**config.mk**
```make
export PLATFORM = sky130hd
export DESIGN_NAME = hazard_ctrl
export DESIGN_NICKNAME = d
export VERILOG_FILES = /design/src/rtl/core_pkg.sv /design/src/rtl/hazard_perf_cnt.sv /design/src/rtl/hazard_ctrl.sv
export SDC_FILE = /design/constraint.sdc
export NUM_CORES = 1
export LEC_CHECK = 0
export ABC_AREA = 1
export BUFFER_PORTS_ARGS = -buffer_cell sky130_fd_sc_hd__buf_2
export CAP_MARGIN = 20
export CORE_UTILIZATION = 40
export CTS_BUF_LIST = sky130_fd_sc_hd__clkbuf_8
export CTS_CLUSTER_SIZE = 20
export DETAILED_ROUTE_END_ITERATION = 8
export PLACE_DENSITY = 0.59
export SLEW_MARGIN = 20
export SYNTH_ARGS = -nofsm -noshare
export SYNTH_HDL_FRONTEND = slang
export SYNTH_SLANG_ARGS = --single-unit
```
**constraint.sdc**
```tcl
create_clock -name clk -period 3.6 [get_ports clk]
set_clock_uncertainty 0.2 [all_clocks]
set_input_delay 0.54 -clock clk [delete_from_list [all_inputs] [get_ports clk]]
set_output_delay 0.54 -clock clk [all_outputs]
set_load 0.005 [all_outputs]
```
**src/rtl/core_pkg.sv**
```systemverilog
`default_nettype none
// ---------------------------------------------------------------------------
// Module   : core_pkg
// Purpose  : Shared types and constants for the pipeline control logic:
//            hazard FSM states, the x0 register index and the
//            forward-select encodings.
// Revision : 1.0 - initial release
// ---------------------------------------------------------------------------
package core_pkg;

  typedef enum logic [1:0] {
    RUN   = 2'd0,
    IMISS = 2'd1,
    DMISS = 2'd2
  } hazard_state_t;

  localparam logic [4:0] REG_ZERO = 5'd0;

  localparam logic [1:0] FWD_NONE = 2'b00;
  localparam logic [1:0] FWD_WB   = 2'b01;
  localparam logic [1:0] FWD_MEM  = 2'b10;

endpackage : core_pkg
`default_nettype wire

```
**src/rtl/hazard_perf_cnt.sv**
```systemverilog
`default_nettype none
// ---------------------------------------------------------------------------
// Module   : hazard_perf_cnt
// Purpose  : Free-running wrap-around event counter with an increment input.
// Revision : 1.0 - initial release
// ---------------------------------------------------------------------------
module hazard_perf_cnt #(
  parameter int CNT_W = 32
) (
  input  logic             clk,
  input  logic             rst_n,
  input  logic             inc_i,
  output logic [CNT_W-1:0] cnt_o
);

  logic [CNT_W-1:0] cnt_q;
  logic [CNT_W-1:0] cnt_d;

  // Next count: add one when the event fires, wrapping naturally past all-ones.
  always_comb begin
    cnt_d = cnt_q;
    if (inc_i) begin
      cnt_d = cnt_q + CNT_W'(1);
    end
  end

  // Count register, cleared by the asynchronous reset.
  always_ff @(posedge clk or negedge rst_n) begin
    if (!rst_n) begin
      cnt_q <= '0;
    end else begin
      cnt_q <= cnt_d;
    end
  end

  assign cnt_o = cnt_q;

endmodule : hazard_perf_cnt
`default_nettype wire

```
**src/rtl/hazard_ctrl.sv**
```systemverilog
`default_nettype none
// ---------------------------------------------------------------------------
// Module   : hazard_ctrl
// Purpose  : Stall/flush controller for the five-stage core. Resolves
//            load-use, taken-branch redirect, I-cache miss and D-cache miss
//            hazards and counts stall cycles and load-use bubbles.
// Revision : 1.0 - initial release
// ---------------------------------------------------------------------------
module hazard_ctrl
  import core_pkg::*;
#(
  parameter int CNT_W = 32
) (
  input  logic             clk,
  input  logic             rst_n,
  input  logic [4:0]       rs1D,
  input  logic [4:0]       rs2D,
  input  logic             use_rs1D,
  input  logic             use_rs2D,
  input  logic [4:0]       rdE,
  input  logic             memreadE,
  input  logic             redirectE,
  input  logic             icache_reqF,
  input  logic             icache_readyF,
  input  logic             dcache_reqM,
  input  logic             dcache_readyM,
  output logic             stallF,
  output logic             stallD,
  output logic             stallE,
  output logic             stallM,
  output logic             flushD,
  output logic             flushE,
  output logic             flushW,
  output logic [CNT_W-1:0] stall_cycles,
  output logic [CNT_W-1:0] loaduse_events
);

  hazard_state_t state_q;
  hazard_state_t state_d;
  logic          pending_q;
  logic          pending_d;

  logic w_dmiss;
  logic w_imiss;
  logic w_redirect;
  logic w_loaduse;
  logic w_pend_set;
  logic w_pend_kill;

  // Hazard detection, in priority order: D-miss freezes everything, a
  // redirect squashes the ID instruction so a load-use on it is moot.
  always_comb begin
    w_dmiss    = dcache_reqM && !dcache_readyM;
    w_imiss    = icache_reqF && !icache_readyF && !w_dmiss;
    w_redirect = redirectE && !w_dmiss;
    w_loaduse  = memreadE && (rdE != REG_ZERO) &&
                 ((use_rs1D && (rdE == rs1D)) || (use_rs2D && (rdE == rs2D))) &&
                 !w_dmiss && !redirectE;
    // A redirect seen while fetch is waiting (or in the refill cycle) means
    // the returning line is wrong-path and must be killed when it lands.
    w_pend_set  = w_redirect && (w_imiss || (state_q == IMISS));
    w_pend_kill = pending_q && icache_readyF && !w_dmiss;
  end

  // Stall/flush outputs, combinational for zero-cycle decision latency.
  always_comb begin
    stallF = w_dmiss || w_imiss || w_loaduse;
    stallD = w_dmiss || w_loaduse;
    stallE = w_dmiss;
    stallM = w_dmiss;
    flushW = w_dmiss;
    flushD = w_redirect || w_imiss || w_pend_kill;
    flushE = w_redirect || w_loaduse;
  end

  // Next state and next pending-redirect flag.
  always_comb begin
    state_d = RUN;
    if (w_dmiss) begin
      state_d = DMISS;
    end else if (w_imiss) begin
      state_d = IMISS;
    end
    pending_d = w_pend_set || (pending_q && !w_pend_kill);
  end

  // FSM state and pending-redirect registers.
  always_ff @(posedge clk or negedge rst_n) begin
    if (!rst_n) begin
      state_q   <= RUN;
      pending_q <= 1'b0;
    end else begin
      state_q   <= state_d;
      pending_q <= pending_d;
    end
  end

  hazard_perf_cnt #(
    .CNT_W (CNT_W)
  ) u_stall_cnt (
    .clk   (clk),
    .rst_n (rst_n),
    .inc_i (stallF),
    .cnt_o (stall_cycles)
  );

  hazard_perf_cnt #(
    .CNT_W (CNT_W)
  ) u_loaduse_cnt (
    .clk   (clk),
    .rst_n (rst_n),
    .inc_i (w_loaduse),
    .cnt_o (loaduse_events)
  );

endmodule : hazard_ctrl
`default_nettype wire

```
==> results.sh <==
export IMPL_finalSetupViolations=0
export IMPL_layout_drive_gt1_share_pct=16.3
export IMPL_place_gp_congestion=0.907
export IMPL_worst_slew_pin_slew_ps=899
export IMPL_syn_avg_cell_area_um2=6.47
export IMPL_min_path_type="in2async"
export IMPL_cts_resized=0
export IMPL_post_drt_wl_per_cell_um=12.9
export IMPL_layout_common_cells="nand2_1, nor2_1, buf_2, dfrtp_1"
export IMPL_htreeDepth=3
export IMPL_coreArea_um2=11400
export IMPL_die_area_um2=12200
export IMPL_timing_rr_start="u_loaduse_cnt.cnt_o[0]"
export IMPL_p_int_mw=1.12
export IMPL_final_nets=845
export IMPL_cts_made_buffers=9
export IMPL_syn_nets=754
export IMPL_grt_max_degree=71
export IMPL_start_util_pct=41.2
export IMPL_crit_arrival_ps=1680
export IMPL_seq_area_frac_synth_pct=35.7
export IMPL_cp_startpoint="rdE[3]"
export IMPL_clk_insertion_delay_late_ps=350
export IMPL_hpwl_mm=9.09
export IMPL_synth_mux_area_share_pct=0
export IMPL_fillers=1220
export IMPL_r2r_cells=10
export IMPL_drt_iter0_markers=247
export IMPL_die_h_um=110
export IMPL_leakagePower_nw=2.95
export IMPL_placement_io_buffers=95
export IMPL_p_per_area_nw_per_um2=296
export IMPL_clk_pin_slew_worst_paths_ps=70
export IMPL_startpoint_type="primary input"
export IMPL_pwr_share_seq_pct=53.3
export IMPL_grt_use_total_pct=21.1
export IMPL_design_area_um2=5400
export IMPL_rows=39
export IMPL_vdd_drop_max_uv=199
export IMPL_ioPinCount=96
export IMPL_p_sw_share_pct=29.6
export IMPL_synth_xor_area_share_pct=5.77
export IMPL_num_vias=4682
export IMPL_finalCritPeriodShare_pct=67.3
export IMPL_routed_wl_mm=12.5
export IMPL_fmax_mhz=413
export IMPL_grt_pass1_vias=4232
export IMPL_drc=0
export IMPL_dpl_cell_area_um2=5250
export IMPL_criticalPathCategory="in2out"
export IMPL_cts_sinks=67
export IMPL_area_delta_synth_final_pct=14.9
export IMPL_finalSetupTns_ps=0
export IMPL_timing_rr_end="u_loaduse_cnt.cnt_o[28]"
export IMPL_clockPowerShare_pct=33.3
export IMPL_slew_viol_final=0
export IMPL_power_switching_mw=0.473
export IMPL_grt_pass1_wl_mm=20.9
export IMPL_viasPerCell=4.86
export IMPL_final_antenna_net_count=0
export IMPL_synth_simple_area_share_pct=50.8
export IMPL_antenna_found_initial=0
export IMPL_synthAdderAreaFrac_pct=0.532
export IMPL_clock_path_buffers=2
export IMPL_diodes=0
export IMPL_synth_top_family_by_area="simple AND/OR/NAND/NOR gates"
export IMPL_worstPathRequired_ps=2860
export IMPL_relSlewSlack_pct=40.1
export IMPL_p_comb_share_pct=13.4
export IMPL_final_min_clock_period_ps=2420
export IMPL_cap_viol_max_count=0
export IMPL_yosysWarnings=0
export IMPL_fp_dieW_um=110
export IMPL_status="finished, final reports clean"
export IMPL_synth_seq_cells=67
export IMPL_final_common_cell="nand2_1"
export IMPL_cts_hold_fix_buffers=0
export IMPL_postCtsSetupBuffers=0
export IMPL_root_buffer="clkbuf_8"
export IMPL_end_kind="primary output"
export IMPL_firstDrtPassIters=5
export IMPL_syn_inst=727
export IMPL_regToRegSetupSlack_ps=1440
export IMPL_crit_end="stallF"
export IMPL_critPathMaxFanout=33
export IMPL_tritoncts="built"
export IMPL_grt_overflow_total=0
export IMPL_ys_types=29
export IMPL_rsz0062_at_grt="no"
export IMPL_synth_compound_area_share_pct=1.09
export IMPL_syn_cell_area_um2=4700
export IMPL_hold_viol=0
[logic make-up (layout without fill, tap and decap cells)]
group	Yosys count	after routing
buffers and inverters	61	154
and+or+nand+nor	556	556
adders and majority gates	2	2
xor gates and xnor gates	31	31
AOI/OAI and AO/OA	10	10
DFF	67	67
[through the flow]
stage | std cells | utilization (%) | worst slack [ps] | power (mW) | hold slack [ps]
2_1_floorplan | 727 | - | 1520 | 0.985 | 44.4
3_5_place_dp | 950 | 46.0 | 1000 | 1.08 | 316
4_1_cts | 963 | 47.3 | 1180 | 1.62 | 217
6_report | 963 | 47.3 | 1180 | 1.60 | 170
5_1_grt | 963 | 47.3 | 1070 | 1.68 | 285
3_3_place_gp | 950 | 46.0 | 1050 | 1.08 | 305
[power groups by stage]
stage               clock [mW]  sequential, mW  combinational [mW]
floorplan                    0           0.855               0.130
global placement             0           0.864               0.213
detailed placement           0           0.865               0.217
CTS                      0.549           0.850               0.219
global route             0.580           0.857               0.245
finish                   0.532           0.851               0.214
[cell usage after synthesis (all sizes together)]
cell type	n	share of area, %
nand2	372	30
nor2	110	10
dfrtp	67	36
nand3	45	5.2
inv	43	3.5
nand3b	23	3.9
xor2	18	3.4
buf	15	2.4
xnor2	13	2.4
o21ai	8	0.85
nand4	5	0.67
clkbuf	3	0.24
ha	2	0.53
a21oi	1	0.11
a31oi	1	0.13
or2	1	0.13
[layer usage]
layer	vias to the layer above	global-route usage [%]	part of all wire [%]
li1	2424	-	-
met1	2107	29.6	48
met2	139	33.5	46
met3	12	3.07	5.7
met4	0	6.93	1.1
met5	-	0	0
[critical path: stages]
cell and delay, ps:
buf_2 110, inv_1 100, nor2_1 50, nor2_1 120
nand3_1 90, nand2_1 100, nand2_4 70, nand2_4 290
buf_2 190
[worst min path at each step]
stage,startpoint,endpoint,slack (ps)
after CTS,rst_n,u_loaduse_cnt.cnt_o[16],220
after global placement,u_loaduse_cnt.cnt_o[31],u_loaduse_cnt.cnt_o[31],310
after global routing,rst_n,u_loaduse_cnt.cnt_o[10],290
after detailed placement,pending_q,pending_q,320
after floorplan,rst_n,pending_q,40
final,rst_n,u_loaduse_cnt.cnt_o[10],170
[flip-flops by register name, summed over array words and instances, names as in the netlist]
signal and count:
u_loaduse_cnt.cnt_o 32, state_q 2, pending_q 1, u_stall_cnt.cnt_o 32
[cell type report]
cell class	instances	area (um2)	share of cell area, %
multi-input cells	599	2740	50.6
flip-flops and latches	67	1680	31.0
clock buffers	10	138	2.55
repair buffers	98	498	9.22
clock inverters	3	11.3	0.208
well taps	143	179	3.31
inverters	43	164	3.03
(Power assumes the default switching activity.)
